**config.mk**
```make
export PLATFORM = sky130hd
export DESIGN_NAME = cache_line_refill_flat
export DESIGN_NICKNAME = d
export VERILOG_FILES = /design/src/rtl/cache_line_refill_pkg.sv /design/src/rtl/cache_line_refill_if.sv /design/src/rtl/refill_line_buffer.sv /design/src/rtl/cache_line_refill.sv /design/src/flat_wrapper.sv
export SDC_FILE = /design/constraint.sdc
export NUM_CORES = 1
export LEC_CHECK = 0
export CAP_MARGIN = 20
export CORE_ASPECT_RATIO = 1.2
export CORE_MARGIN = 2
export CORE_UTILIZATION = 57
export CTS_BUF_LIST = sky130_fd_sc_hd__clkbuf_8
export DETAILED_ROUTE_END_ITERATION = 16
export GPL_TIMING_DRIVEN = 0
export PLACE_DENSITY = 0.88
export SKIP_LAST_GASP = 1
export SLEW_MARGIN = 10
export SYNTH_ARGS = -nofsm -noshare
export SYNTH_HDL_FRONTEND = slang
export SYNTH_SLANG_ARGS = --single-unit
```
**constraint.sdc**
```tcl
create_clock -name clk -period 2.62 [get_ports clk]
set_input_delay 0.393 -clock clk [delete_from_list [all_inputs] [get_ports clk]]
set_output_delay 0.393 -clock clk [all_outputs]
set_load 0.03 [all_outputs]
```
**src/rtl/cache_line_refill_pkg.sv**
```systemverilog
// Shared widths, line geometry and refill state encodings for the cache line refill engine.
// Latency: n/a (declarations only).
// Backpressure: n/a (declarations only).
package cache_line_refill_pkg;

  localparam int ADDR_WIDTH     = 32;
  localparam int WORD_WIDTH     = 32;
  localparam int WORDS_PER_LINE = 4;
  localparam int INDEX_WIDTH    = 4;
  localparam int PTR_WIDTH      = 2;
  localparam int LINE_BITS      = WORD_WIDTH * WORDS_PER_LINE;
  localparam int LINE_BYTES     = LINE_BITS / 8;
  localparam int TAG_WIDTH      = ADDR_WIDTH - 8;

  typedef logic [WORD_WIDTH-1:0] word_t;
  typedef logic [LINE_BITS-1:0]  line_t;

  typedef enum logic [1:0] {
    IDLE  = 2'd0,
    REQ   = 2'd1,
    FILL  = 2'd2,
    WRITE = 2'd3
  } refillState_t;

endpackage

```
**src/rtl/cache_line_refill_if.sv**
```systemverilog
// Bundles the miss, memory-read and RAM-write signals of the refill engine.
// Latency: n/a (wiring only).
// Backpressure: miss_ready / mem_gnt / mem_rvalid handshakes carried as plain signals.
interface cache_line_refill_if;
  import cache_line_refill_pkg::*;

  logic                    miss_req;
  logic [ADDR_WIDTH-1:0]   miss_addr;
  logic                    miss_ready;
  logic                    mem_req;
  logic [ADDR_WIDTH-1:0]   mem_addr;
  logic                    mem_gnt;
  logic                    mem_rvalid;
  word_t                   mem_rdata;
  logic                    ram_wen;
  logic [INDEX_WIDTH-1:0]  ram_index;
  line_t                   ram_data;
  logic [LINE_BYTES-1:0]   ram_strb;
  logic                    tag_wen;
  logic [TAG_WIDTH-1:0]    tag_out;
  logic                    crit_valid;
  word_t                   crit_data;
  logic                    refill_done;

  // Refill engine side.
  modport master (
    input  miss_req, miss_addr, mem_gnt, mem_rvalid, mem_rdata,
    output miss_ready, mem_req, mem_addr, ram_wen, ram_index, ram_data, ram_strb,
           tag_wen, tag_out, crit_valid, crit_data, refill_done
  );

  // Cache controller / memory / RAM side.
  modport slave (
    output miss_req, miss_addr, mem_gnt, mem_rvalid, mem_rdata,
    input  miss_ready, mem_req, mem_addr, ram_wen, ram_index, ram_data, ram_strb,
           tag_wen, tag_out, crit_valid, crit_data, refill_done
  );

endinterface

```
**src/rtl/refill_line_buffer.sv**
```systemverilog
// Four-word line buffer with wrapping slot pointer and beat counter for one refill.
// Latency: beat stored on the capture edge; lineNext/fillDone/critHit are same-cycle decodes.
// Backpressure: none; advances only when capture is asserted, so gaps simply stall it.
module refill_line_buffer
  import cache_line_refill_pkg::*;
(
  input  logic                 clk,
  input  logic                 rst,
  input  logic                 start,
  input  logic [PTR_WIDTH-1:0] startPtr,
  input  logic                 capture,
  input  word_t                beatData,
  input  logic [PTR_WIDTH-1:0] critSlot,
  output logic                 critHit,
  output logic                 fillDone,
  output line_t                lineNext
);

  word_t                words [WORDS_PER_LINE];
  logic [PTR_WIDTH-1:0] ptr;
  logic [PTR_WIDTH-1:0] beatCnt;

  // Start seeds the slot pointer and clears the count; each captured beat fills slot ptr and wraps.
  always_ff @(posedge clk or negedge rst) begin
    if (!rst) begin
      for (int i = 0; i < WORDS_PER_LINE; i++) begin
        words[i] <= '0;
      end
      ptr     <= '0;
      beatCnt <= '0;
    end else if (start) begin
      ptr     <= startPtr;
      beatCnt <= '0;
    end else if (capture) begin
      words[ptr] <= beatData;
      ptr        <= ptr + 2'd1;
      beatCnt    <= beatCnt + 2'd1;
    end
  end

  // Merge the beat being captured so the full line is ready on the edge that ends FILL.
  always_comb begin
    lineNext = '0;
    for (int i = 0; i < WORDS_PER_LINE; i++) begin
      lineNext[i*WORD_WIDTH +: WORD_WIDTH] = (capture && ptr == 2'(i)) ? beatData : words[i];
    end
  end

  assign critHit  = capture && (ptr == critSlot);
  assign fillDone = capture && (beatCnt == 2'd3);

endmodule

```
**src/rtl/cache_line_refill.sv**
```systemverilog
// Cache line refill: on a miss issues one 4-beat read burst and writes the assembled line plus tag.
// Latency: miss accepted cycle 0, mem_req cycle 1, line write earliest cycle 6, ready again cycle 7.
// Backpressure: miss_ready low while busy; mem_req held until mem_gnt; beat gaps stall FILL forever.
// Build option CACHE_REFILL_CWF_EN: burst starts at the missed word (critical word first).
module cache_line_refill
  import cache_line_refill_pkg::*;
(
  input  logic                clk,
  input  logic                rst,
  cache_line_refill_if.master bus
);

  refillState_t            state;
  refillState_t            stateNext;
  logic [ADDR_WIDTH-1:2]   addrQ;
  line_t                   ramDataQ;
  logic [INDEX_WIDTH-1:0]  indexQ;
  logic [TAG_WIDTH-1:0]    tagQ;
  logic                    critValidQ;
  word_t                   critDataQ;
  logic                    start;
  logic                    capture;
  logic                    critHit;
  logic                    fillDone;
  line_t                   lineNext;
  logic [PTR_WIDTH-1:0]    startPtr;
  logic                    unusedByteOffset;

  // Byte offset within a word never matters to a line refill.
  assign unusedByteOffset = ^bus.miss_addr[1:0];

  assign start   = (state == REQ) && bus.mem_gnt;
  assign capture = (state == FILL) && bus.mem_rvalid;

`ifdef CACHE_REFILL_CWF_EN
  assign startPtr     = addrQ[3:2];
  assign bus.mem_addr = {addrQ, 2'b00};
`else
  assign startPtr     = '0;
  assign bus.mem_addr = {addrQ[ADDR_WIDTH-1:4], 4'b0000};
`endif

  refill_line_buffer u_buf (
    .clk      (clk),
    .rst      (rst),
    .start    (start),
    .startPtr (startPtr),
    .capture  (capture),
    .beatData (bus.mem_rdata),
    .critSlot (addrQ[3:2]),
    .critHit  (critHit),
    .fillDone (fillDone),
    .lineNext (lineNext)
  );

  // State register; reset drops any partial refill.
  always_ff @(posedge clk or negedge rst) begin
    if (!rst) state <= IDLE;
    else      state <= stateNext;
  end

  // Next-state: accept miss, wait for grant, collect four beats, one write cycle.
  always_comb begin
    stateNext = state;
    case (state)
      IDLE:    if (bus.miss_req) stateNext = REQ;
      REQ:     if (bus.mem_gnt)  stateNext = FILL;
      FILL:    if (fillDone)     stateNext = WRITE;
      WRITE:   stateNext = IDLE;
      default: stateNext = IDLE;
    endcase
  end

  // Control outputs decoded purely from the registered state.
  always_comb begin
    bus.miss_ready  = 1'b0;
    bus.mem_req     = 1'b0;
    bus.ram_wen     = 1'b0;
    bus.tag_wen     = 1'b0;
    bus.refill_done = 1'b0;
    bus.ram_strb    = '0;
    case (state)
      IDLE: bus.miss_ready = 1'b1;
      REQ:  bus.mem_req    = 1'b1;
      WRITE: begin
        bus.ram_wen     = 1'b1;
        bus.tag_wen     = 1'b1;
        bus.refill_done = 1'b1;
        bus.ram_strb    = '1;
      end
      default: ;
    endcase
  end

  // Latch the miss address only when a request is accepted.
  always_ff @(posedge clk or negedge rst) begin
    if (!rst)                          addrQ <= '0;
    else if (state == IDLE && bus.miss_req) addrQ <= bus.miss_addr[ADDR_WIDTH-1:2];
  end

  // Write-port data, index and tag load together as FILL completes and hold until the next line.
  always_ff @(posedge clk or negedge rst) begin
    if (!rst) begin
      ramDataQ <= '0;
      indexQ   <= '0;
      tagQ     <= '0;
    end else if (fillDone) begin
      ramDataQ <= lineNext;
      indexQ   <= addrQ[7:4];
      tagQ     <= addrQ[ADDR_WIDTH-1:8];
    end
  end

  // Registered one-cycle pulse for the requested word, keeping inputs off the output paths.
  always_ff @(posedge clk or negedge rst) begin
    if (!rst) begin
      critValidQ <= 1'b0;
      critDataQ  <= '0;
    end else begin
      critValidQ <= critHit;
      if (critHit) critDataQ <= bus.mem_rdata;
    end
  end

  assign bus.ram_data   = ramDataQ;
  assign bus.ram_index  = indexQ;
  assign bus.tag_out    = tagQ;
  assign bus.crit_valid = critValidQ;
  assign bus.crit_data  = critDataQ;

endmodule

```
**src/flat_wrapper.sv**
```systemverilog
// flat-port wrapper written by rule: the top's interface ports become plain ports
module cache_line_refill_flat import cache_line_refill_pkg::*;
  (clk, rst, bus_miss_req, bus_miss_addr, bus_mem_gnt, bus_mem_rvalid, bus_mem_rdata, bus_miss_ready, bus_mem_req, bus_mem_addr, bus_ram_wen, bus_ram_index, bus_ram_data, bus_ram_strb, bus_tag_wen, bus_tag_out, bus_crit_valid, bus_crit_data, bus_refill_done);
  cache_line_refill_if bus_i ();
  input  logic clk;
  input  logic rst;
  input wire logic [$bits(bus_i.miss_req)-1:0] bus_miss_req;
  input wire logic [$bits(bus_i.miss_addr)-1:0] bus_miss_addr;
  input wire logic [$bits(bus_i.mem_gnt)-1:0] bus_mem_gnt;
  input wire logic [$bits(bus_i.mem_rvalid)-1:0] bus_mem_rvalid;
  input wire logic [$bits(bus_i.mem_rdata)-1:0] bus_mem_rdata;
  output wire logic [$bits(bus_i.miss_ready)-1:0] bus_miss_ready;
  output wire logic [$bits(bus_i.mem_req)-1:0] bus_mem_req;
  output wire logic [$bits(bus_i.mem_addr)-1:0] bus_mem_addr;
  output wire logic [$bits(bus_i.ram_wen)-1:0] bus_ram_wen;
  output wire logic [$bits(bus_i.ram_index)-1:0] bus_ram_index;
  output wire logic [$bits(bus_i.ram_data)-1:0] bus_ram_data;
  output wire logic [$bits(bus_i.ram_strb)-1:0] bus_ram_strb;
  output wire logic [$bits(bus_i.tag_wen)-1:0] bus_tag_wen;
  output wire logic [$bits(bus_i.tag_out)-1:0] bus_tag_out;
  output wire logic [$bits(bus_i.crit_valid)-1:0] bus_crit_valid;
  output wire logic [$bits(bus_i.crit_data)-1:0] bus_crit_data;
  output wire logic [$bits(bus_i.refill_done)-1:0] bus_refill_done;
  assign bus_i.miss_req = bus_miss_req;
  assign bus_i.miss_addr = bus_miss_addr;
  assign bus_i.mem_gnt = bus_mem_gnt;
  assign bus_i.mem_rvalid = bus_mem_rvalid;
  assign bus_i.mem_rdata = bus_mem_rdata;
  assign bus_miss_ready = bus_i.miss_ready;
  assign bus_mem_req = bus_i.mem_req;
  assign bus_mem_addr = bus_i.mem_addr;
  assign bus_ram_wen = bus_i.ram_wen;
  assign bus_ram_index = bus_i.ram_index;
  assign bus_ram_data = bus_i.ram_data;
  assign bus_ram_strb = bus_i.ram_strb;
  assign bus_tag_wen = bus_i.tag_wen;
  assign bus_tag_out = bus_i.tag_out;
  assign bus_crit_valid = bus_i.crit_valid;
  assign bus_crit_data = bus_i.crit_data;
  assign bus_refill_done = bus_i.refill_done;
  cache_line_refill u_core (.clk(clk), .rst(rst), .bus(bus_i));
endmodule
```
==> impl_metrics.py, run 1 <==
metrics = {
    "global_route": {
        "grt_pass1_wl_mm": 62.86,
        "antenna_found_initial": 1,
        "grt_pass1_vias": 11310,
        "gr-total-overflow": 0,
        "grt_max_degree": 106,
        "grtUsageTotal_pct": 28.95,
    },
    "critical_path": {
        "required_ps": 2230,
        "end_kind": "output pin",
        "cp-start-kind": "flip-flop",
        "critPathMaxStageDelay_ps": 760,
        "crit_arrival_ps": 2160,
        "path_delay_family": "buffers and inverters",
        "critical_path_class": "reg2out",
        "cp_max_fo": 7,
        "crit_chain": "inv_1, ha_1, clkdlybuf4s50_1",
        "cp_num_buf_inv": 2,
        "cp_slowest_cell": "clkdlybuf4s50_1",
    },
    "clock_tree": {
        "clk_path_buf_depth": 3,
        "cts.clk_slew.worst_paths_ps": 60,
        "insertion_delay_ps": 580,
        "h-tree-depth": 2,
        "cts-root-buf": "clkbuf_8",
        "cts_tree": "done",
        "cts_buffers": 55,
        "cts_setup_buffers": 0,
        "clkSinkCount": 353,
    },
    "synth": {
        "syn_inst": 1148,
        "synth_cell_types": 28,
        "synth_top_cells_by_count": "353 x dfrtp_1, 149 x mux2_2, 130 x nand2_1, 128 x o21ai_0, 98 x mux2i_1",
        "yosys.area.top_type_share_pct": 58.94,
        "ys_ff_latch": 353,
        "synth_area_mm2": 0.01499,
        "ys_async_sr_fraction_pct": 100.0,
        "synth-main-ff-cell": "dfrtp_1",
        "synth_seq_area_share_pct": 58.94,
        "synthMostInstantiatedCell": "dfrtp_1",
        "synth_top_area_cell": "dfrtp_1",
        "synth.avg_cell_area_um2": 13.05,
        "synth_edf_count": 0,
        "synthTopCellsByArea": "dfrtp_1 59%, mux2_2 11%, mux2i_1 6.5%, mux2_4 4.4%, o21ai_0 4.3%",
        "yosysWarnings": 0,
    },
    "finish": {
        "final_cells": 1857,
        "fillers": 1680,
        "area_growth_pct": 29.16,
        "fin_area_mm2": 0.01936,
        "drive_gt1_share_pct": 25.10,
        "multi_input_area_mm2": 0.005249,
        "seqCellArea_mm2": 0.008833,
        "n_antenna_cell": 0,
        "fin_nets": 1561,
    },
    "die": {
        "ios": 311,
        "coreArea_mm2": 0.02611,
        "die_area_mm2": 0.02761,
        "start_util_pct": 57.41,
        "rows": 65,
        "fp.dieW_um": 152.0,
        "die_y_um": 181.6,
    },
    "routing": {
        "top_layer": "met5",
        "via_per_inst": 5.561,
        "dr.first_iter.drc_count": 524,
        "dr.pass1.iters": 5,
        "wl_met1_mm": 14.97,
        "via_count": 10330,
        "antenna_left": 0,
        "wl_mm": 39.72,
        "routedWlPerCell_um": 21.39,
        "drc_errors": 0,
        "wl_met3_mm": 2.735,
        "wl_met2_mm": 20.21,
    },
    "run_status": {
        "outcome": "finished, final reports clean",
    },
    "power_and_ir_drop": {
        "power.leakage_uw": 0.008883,
        "peakVddDrop_v": 0.001008,
        "p_per_area_mw_per_mm2": 1334,
        "fin_total_pwr_uw": 25830,
    },
    "timing": {
        "worst_pin_slew_ps": 660.3,
        "finalCritPeriodShare_pct": 97.26,
        "rsz0062_at_grt": "false",
        "slew_headroom_pct": 55.98,
        "fin_worst_skew_ps": 29.54,
        "whs_ps": 271.0,
        "hold_viol": 0,
        "drv_slew": 0,
        "fin_crit_ps": 2548,
        "setup_viol": 0,
        "max_freq_mhz": 392.4,
    },
    "placement": {
        "io_buffers": 271,
        "place_area_mm2": 0.01822,
        "dp_cells": 1760,
        "routabilityCongestion": 0.8333,
        "place_hpwl_mm": 26.83,
    },
    "flow_run": {
        "maxCapViolCount": 0,
    },
    "min_path": {
        "min_path_type": "in2reg",
    },
}
-- timing repair --
action | 4_1_cts | 5_1_grt
hold endpoints to repair | 46 | 0
resized for setup | 2 | 3
setup endpoints to repair | 19 | 3
hold buffers | 1 | 0
-- final cells by class --
class,instances,area share (%)
plain buffers,152,4.680
clock buffers,71,5.048
multi-input cells,640,27.12
clock inverters,25,0.6852
flip-flops and latches,353,45.63
inverters,6,0.1163
repair buffers,275,14.56
well taps,335,2.165
-- path summary, 6_finish.rpt --
check / startpoint / cells after the start / endpoint / slack [ps]
worst max-delay path: u_core.state[1]$_DFFE_PN0P_ / 3 / bus_mem_req / 70
worst min-delay path: bus_mem_rvalid / 4 / u_core.u_buf.ptr[0]$_DFFE_PN0P_ / 270
worst max register to register: u_core.state[0]$_DFFE_PN0P_ / 9 / u_core.bus.ram_data[7]$_DFFE_PN0P_ / 280
worst min register to register: u_core.bus.ram_data[51]$_DFFE_PN0P_ / 2 / u_core.bus.ram_data[51]$_DFFE_PN0P_ / 480
max in group asynchronous: rst / 4 / u_core.bus.ram_data[0]$_DFFE_PN0P_ / 940
min in group asynchronous: rst / 2 / u_core.bus.crit_data[18]$_DFFE_PN0P_ / 310
-- kinds of logic after synthesis --
family                   after synthesis  synth area share, %
adder cells (fa/ha/maj)                9               0.7514
flip-flops                           353                58.94
multiplexers                         317                24.10
AO/OA/AOI/OAI                        166                5.869
buffers and inverters                158                6.195
other                                  1              0.02502
XOR/XNOR                               4               0.2338
AND/OR/NAND/NOR                      140                3.882
-- worst reg2reg max path, delay by kind of cell (launching register included) --
kind	cells	cell delay [ps]
flops	1	450
simple gates	2	250
fa+ha+maj	1	200
buf+inv	5	1180
compound gates	1	120
-- flip-flops by register name, summed over array words and instances (netlist names) --
signal / flops
u_core.bus.ram_data: 128
u_core.u_buf.words: 128
u_core.bus.crit_data: 32
u_core.addrQ: 30
u_core.bus.tag_out: 24
u_core.bus.ram_index: 4
u_core.state: 2
u_core.u_buf.beatCnt: 2
u_core.u_buf.ptr: 2
u_core.bus.crit_valid: 1
-- report_power, final --
| part | leakage [uW] | switching (uW) | internal (uW) |
|---|---|---|---|
| Combinational | 0.00368 | 6320 | 5590 |
| Clock | 0.000643 | 2110 | 2510 |
| Sequential | 0.00456 | 1460 | 7830 |
-- cell usage in the layout, fill, tap and decap left out, types with 2 or more instances in the layout --
cell type,count
clkbuf_1,47
clkinv_2,6
o22ai_1,32
a21oi_1,4
nand4_1,3
inv_1,23
xor2_1,3
dlymetal6s2s_1,3
ha_1,8
dfrtp_1,353
clkbuf_8,71
mux2_1,26
clkdlybuf4s50_1,267
mux2i_1,98
buf_6,10
nand2_4,2
o21ai_0,128
mux2_2,149
buf_2,31
buf_16,3
conb_1,4
buf_1,5
mux2_4,44
nand2_1,130
buf_4,59
-- routing by layer --
metal	GRT usage (%)	vias to the layer above
met3	7.184	115
met4	12.82	2
met5	0	-
met2	50.45	370
li1	-	4574
met1	34.11	5265
-- metrics by stage --
step / util [%] / worst slack [ps] / TNS [ps]
floorplan: - / 704.5 / 0
global placement: 69.45 / -13660 / -4810550
detailed placement: 69.78 / 309.2 / 0
CTS: 74.12 / 22.26 / 0
global route: 74.15 / 6.407 / 0
finish: 74.15 / 71.74 / 0
No activity file was read; power rests on OpenSTA's default activity.
==> run 2: changes to the inputs <==
--- a/config.mk
+++ b/config.mk
@@ -8,11 +8,11 @@
 export CAP_MARGIN = 20
 export CORE_ASPECT_RATIO = 1.2
 export CORE_MARGIN = 2
-export CORE_UTILIZATION = 57
+export CORE_UTILIZATION = 53
 export CTS_BUF_LIST = sky130_fd_sc_hd__clkbuf_8
 export DETAILED_ROUTE_END_ITERATION = 16
 export GPL_TIMING_DRIVEN = 0
-export PLACE_DENSITY = 0.88
+export PLACE_DENSITY = 0.82
 export SKIP_LAST_GASP = 1
 export SLEW_MARGIN = 10
 export SYNTH_ARGS = -nofsm -noshare
==> constraint.sdc (replaced) <==
create_clock -name clk -period 2.4 [get_ports clk]
set_input_delay 0.36 -clock clk [delete_from_list [all_inputs] [get_ports clk]]
set_output_delay 0.36 -clock clk [all_outputs]
set_load 0.03 [all_outputs]
==> run 2 against run 1 <==
Net effect: first-iteration DRC count down 3.1%; worst setup slack better by 35 ps; combinational power up 8%; global-route usage down 2.9 points; non-clock buffer count unchanged; total power up 7.2%; critical path depth unchanged; final cell count up 2.3%; sequential share of layout area about the same; clock-buffer cell count unchanged; flip-flop and latch count unchanged; clock skew down 2.5 ps.
==> impl_metrics.py, run 2 (synthesis gave the netlist of run 1 again) <==
metrics = {
    "run_status": {
        "outcome": "finished, final reports clean",
    },
    "power_and_ir_drop": {
        "power.leakage_uw": 0.008891,
        "comb_power_share_pct": 46.0,
        "swShare_pct": 38.03,
        "p_switching_uw": 10530,
        "seqPwrFrac_pct": 36.3,
        "clkPwrFrac_pct": 17.7,
        "peakVddDrop_v": 0.0009402,
        "p_int_uw": 17170,
        "p_per_area_mw_per_mm2": 1431,
    },
    "flow_run": {
        "maxCapViolCount": 0,
    },
    "clock_tree": {
        "h-tree-depth": 2,
        "clk_path_buf_depth": 3,
        "cts-root-buf": "clkbuf_8",
        "cts_buffers": 55,
        "insertion_delay_ps": 600,
        "cts.clk_slew.worst_paths_ps": 60,
        "clkSinkCount": 353,
        "cts_tree": "done",
    },
    "critical_path": {
        "required_ps": 2040,
        "reg2reg_from": "u_core.state[0]$_DFFE_PN0P_",
        "r2r_setup_slack_ps": 130,
        "critical_path_class": "reg2out",
        "cp-start-kind": "flip-flop",
        "end_kind": "output pin",
        "crit_path_start": "u_core.state[1]$_DFFE_PN0P_",
        "cp_max_fo": 7,
        "crit_arrival_ps": 1930,
        "r2r-end": "u_core.bus.ram_data[18]$_DFFE_PN0P_",
        "r2r_cells": 9,
    },
    "placement": {
        "io_buffers": 271,
        "routabilityCongestion": 0.8089,
        "place_hpwl_mm": 26.37,
    },
    "die": {
        "start_util_pct": 53.69,
        "coreArea_mm2": 0.02792,
        "die_area_mm2": 0.02964,
        "rows": 67,
        "die_y_um": 188.2,
        "fp.dieW_um": 157.5,
        "ios": 311,
    },
    "global_route": {
        "grtUsageTotal_pct": 26.03,
        "gr-total-overflow": 0,
        "grt_pass1_vias": 10640,
        "grt_pass1_wl_mm": 59.40,
        "grt_max_degree": 115,
        "antenna_found_initial": 2,
    },
    "min_path": {
        "min_path_cells": 3,
        "min_path_type": "in2reg",
        "min_to": "u_core.bus.ram_data[71]$_DFFE_PN0P_",
        "min_from": "bus_mem_rdata[7]",
    },
    "timing": {
        "finalCritPeriodShare_pct": 95.54,
        "whs_ps": 235.7,
        "max_freq_mhz": 436.1,
        "fin_crit_ps": 2293,
        "fin_tns_setup_ps": 0,
        "worst_pin_slew_ps": 641.7,
        "setup_viol": 0,
        "slew_headroom_pct": 57.22,
        "fin_worst_skew_ps": 27.04,
        "hold_viol": 0,
        "drv_slew": 0,
        "rsz0062_at_grt": "false",
    },
    "finish": {
        "fillers": 1999,
        "area_growth_pct": 29.11,
        "layout_commonest_cell": "dfrtp_1",
        "fin_util_pct": 69.32,
        "layout_common_cells": "353 x dfrtp_1, 249 x clkdlybuf4s50_1, 149 x mux2_2",
        "seqCellArea_mm2": 0.008833,
        "drive_gt1_share_pct": 24.97,
        "multi_input_area_mm2": 0.005249,
        "fin_nets": 1561,
    },
    "routing": {
        "wl_mm": 37.77,
        "dr.first_iter.drc_count": 508,
        "antenna_left": 0,
        "drc_errors": 0,
        "routedWlPerCell_um": 19.89,
        "dr.pass1.iters": 5,
        "via_per_inst": 5.310,
        "via_count": 10080,
    },
}
## run 2: how the worst max path moves through the flow
stage / to / slack (ps)
floorplan: u_core.u_buf.words[80]$_DFFE_PN0P_ / 480
global placement: u_core.bus.crit_data[25]$_DFFE_PN0P_ / -14030
detailed placement: u_core.u_buf.words[73]$_DFFE_PN0P_ / 70
CTS: bus_ram_strb[0] / -160
global route: bus_mem_req / 30
finish: bus_mem_req / 110
## run 2: through the flow
stage	cells	cell area (um2)	power [uW]	setup WS [ps]
detailed placement	1804	18270	23000	72.40
floorplan	1151	15000	18010	484.5
finish	1899	19350	27700	107.0
global placement	1801	18180	22580	-14030
CTS	1897	19340	27890	-159.3
global route	1899	19350	29130	31.02
## run 2: what timing repair did
| item | 4_1_cts | 5_1_grt |
|---|---|---|
| hold buffers | 1 | 0 |
| endpoints found under the hold margin | 76 | 0 |
| resized for setup | 22 | 1 |
| buffers inserted | 0 | 0 |
| setup endpoints to repair | 21 | 1 |
## run 2: power groups by stage
stage	Clock, uW	Combinational, uW	Sequential (uW)
3_3_place_gp	0	12600	9980
3_5_place_dp	0	12900	10100
6_report	4890	12800	10100
2_1_floorplan	0	5800	12200
5_1_grt	5240	13600	10300
4_1_cts	4990	12900	10000
## run 2: layout make-up
cell class | instances | area share, %
Buffer | 152 | 4.682
Sequential cell | 353 | 45.65
Clock buffer | 71 | 5.050
Antenna cell | 2 | 0.02586
Timing Repair Buffer | 275 | 14.41
Tap cell | 379 | 2.451
Multi-Input combinational cell | 640 | 27.13
Inverter | 6 | 0.1164
Clock inverter | 21 | 0.4914
## run 2: critical path, stage by stage, from the launching register on
cell	delay, ps
dfrtp_1	430
inv_1	100
ha_1	320
dlygate4sd2_1	480
## run 2: layer usage
metal	vias to the layer above	track usage (%)	share of wire, %
met5	-	0	0
met4	0	10.14	3.7
met3	84	6.532	6.7
met2	342	43.52	50
met1	5085	32.54	40
li1	4572	-	-
==> run 3: changes to the inputs <==
--- a/config.mk
+++ b/config.mk
@@ -6,7 +6,7 @@
 export NUM_CORES = 1
 export LEC_CHECK = 0
 export CAP_MARGIN = 20
-export CORE_ASPECT_RATIO = 1.2
+export CORE_ASPECT_RATIO = 1.25
 export CORE_MARGIN = 2
 export CORE_UTILIZATION = 53
 export CTS_BUF_LIST = sky130_fd_sc_hd__clkbuf_8
==> run 3 against run 2 <==
Net effect: critical path type is now reg2reg; core utilization grew 0.60 points; design area rose by 0.22%; sequential share of layout area is 0.10 points lower; sequential power about the same; largest power group unchanged; non-clock buffer count unchanged.
==> impl_metrics.py, run 3 (synthesis gave the netlist of run 1 again) <==
metrics = {
    "routing": {
        "dr.first_iter.drc_count": 435,
        "drc_errors": 0,
        "via_count": 10100,
        "routedWlPerCell_um": 20.47,
        "antenna_left": 0,
        "via_per_inst": 5.385,
        "dr.pass1.iters": 6,
        "wl_mm": 38.40,
    },
    "finish": {
        "fillers": 1970,
        "drive_gt1_share_pct": 25.43,
        "fin_nets": 1560,
        "fin_area_mm2": 0.01939,
        "fin_util_pct": 69.92,
        "area_growth_pct": 29.40,
        "final_cells": 1876,
        "n_antenna_cell": 0,
        "layout_common_cells": "353 x dfrtp_1, 249 x clkdlybuf4s50_1, 149 x mux2_2",
        "layout_commonest_cell": "dfrtp_1",
    },
    "clock_tree": {
        "h-tree-depth": 2,
        "cts_buffers": 54,
        "cts_tree": "done",
        "clkSinkCount": 353,
        "insertion_delay_ps": 590,
        "cts-root-buf": "clkbuf_8",
        "clk_path_buf_depth": 3,
        "cts_setup_buffers": 0,
        "cts.clk_slew.worst_paths_ps": 60,
    },
    "critical_path": {
        "cp_max_fo": 10,
        "end_kind": "flip-flop",
        "critical_path_class": "reg2reg",
        "required_ps": 2850,
        "cp-start-kind": "flip-flop",
        "crit_arrival_ps": 2780,
    },
    "timing": {
        "setup_viol": 0,
        "drv_slew": 0,
        "rsz0062_at_grt": "false",
        "finalCritPeriodShare_pct": 96.85,
        "timing.final.ws_setup_ps": 75.60,
        "worst_pin_slew_ps": 681.4,
        "hold_viol": 0,
        "fin_tns_setup_ps": 0,
        "slew_headroom_pct": 54.43,
        "fin_crit_ps": 2324,
        "max_freq_mhz": 430.2,
        "fin_worst_skew_ps": 25.90,
    },
    "placement": {
        "place_hpwl_mm": 26.64,
        "pre_cts_slack_ps": 56.39,
        "dp_cells": 1775,
        "io_buffers": 271,
        "place_area_mm2": 0.01824,
        "routabilityCongestion": 0.8232,
    },
    "min_path": {
        "min_path_type": "in2reg",
    },
    "die": {
        "die_y_um": 192.0,
        "ios": 311,
        "fp.dieW_um": 154.4,
        "start_util_pct": 54.03,
        "die_area_mm2": 0.02965,
        "rows": 68,
        "coreArea_mm2": 0.02774,
    },
    "flow_run": {
        "maxCapViolCount": 0,
    },
    "power_and_ir_drop": {
        "peakVddDrop_v": 0.0009495,
        "power.leakage_uw": 0.008941,
        "p_per_area_mw_per_mm2": 1447,
    },
    "global_route": {
        "grt_pass1_vias": 10690,
        "antenna_found_initial": 0,
        "gr-total-overflow": 0,
        "grt_pass1_wl_mm": 60.22,
        "grtUsageTotal_pct": 26.28,
        "grt_max_degree": 105,
    },
    "run_status": {
        "outcome": "finished, final reports clean",
    },
}
## run 3: worst max-delay path, cell delays in order (launching register included)
cell and delay, ps:
dfrtp_1 440, inv_1 110, ha_1 140, buf_4 170, nand2_4 100, nor3_4 590, buf_6 280, mux2_2 350
## run 3: layout make-up
class / count / area [um2] / area share (%)
sequential: 353 / 8833 / 45.55
multi-input combinational: 640 / 5249 / 27.07
timing repair buffer: 275 / 2788 / 14.38
clock buffer: 71 / 977.2 / 5.039
buffer: 152 / 905.9 / 4.671
tap: 350 / 437.9 / 2.258
clock inverter: 29 / 178.9 / 0.9226
inverter: 6 / 22.52 / 0.1161
## run 3: routing by layer
layer / vias up / GRT usage, % / share of wire [%]
li1: 4579 / - / -
met2: 328 / 46.29 / 51
met1: 5114 / 31.47 / 39
met5: - / 0 / 0
met4: 0 / 9.651 / 3.2
met3: 82 / 6.295 / 6.4
## run 3: repair_timing
item / CTS / global route
setup endpoints to repair: 21 / 1
gates resized for setup: 22 / 1
cloned: 0 / 0
hold buffers: 1 / 0
endpoints found under the hold margin: 81 / 0
pin swaps: 0 / 0
## run 3: worst paths after layout
path / startpoint / endpoint / slack [ps] / cells after the start
setup / recovery: u_core.state[0]$_DFFE_PN0P_ / u_core.bus.crit_data[9]$_DFFE_PN0P_ / 80 / 7
max in group asynchronous: rst / u_core.u_buf.words[33]$_DFFE_PN0P_ / 710 / 4
hold / removal: bus_mem_rdata[4] / u_core.bus.ram_data[100]$_DFFE_PN0P_ / 240 / 3
min in group asynchronous: rst / u_core.bus.crit_data[15]$_DFFE_PN0P_ / 360 / 2
hold reg to reg: u_core.bus.ram_data[82]$_DFFE_PN0P_ / u_core.bus.ram_data[82]$_DFFE_PN0P_ / 480 / 2
setup reg to reg: u_core.state[0]$_DFFE_PN0P_ / u_core.bus.crit_data[9]$_DFFE_PN0P_ / 80 / 7
## run 3: report_power, final
| group | switching, uW | total (uW) | leakage (uW) | internal (uW) |
|---|---|---|---|---|
| Sequential | 1500 | 10100 | 0.00456 | 8550 |
| Combinational | 6800 | 12800 | 0.00372 | 5990 |
| Clock | 2350 | 5210 | 0.000662 | 2860 |
## run 3: through the flow
| stage | hold WS (ps) | power, uW |
|---|---|---|
| 2_1_floorplan | 64.41 | 18010 |
| 3_3_place_gp | 461.4 | 22590 |
| 3_5_place_dp | 407.5 | 23020 |
| 4_1_cts | 211.9 | 28230 |
| 5_1_grt | 242.6 | 29450 |
| 6_report | 240.3 | 28050 |
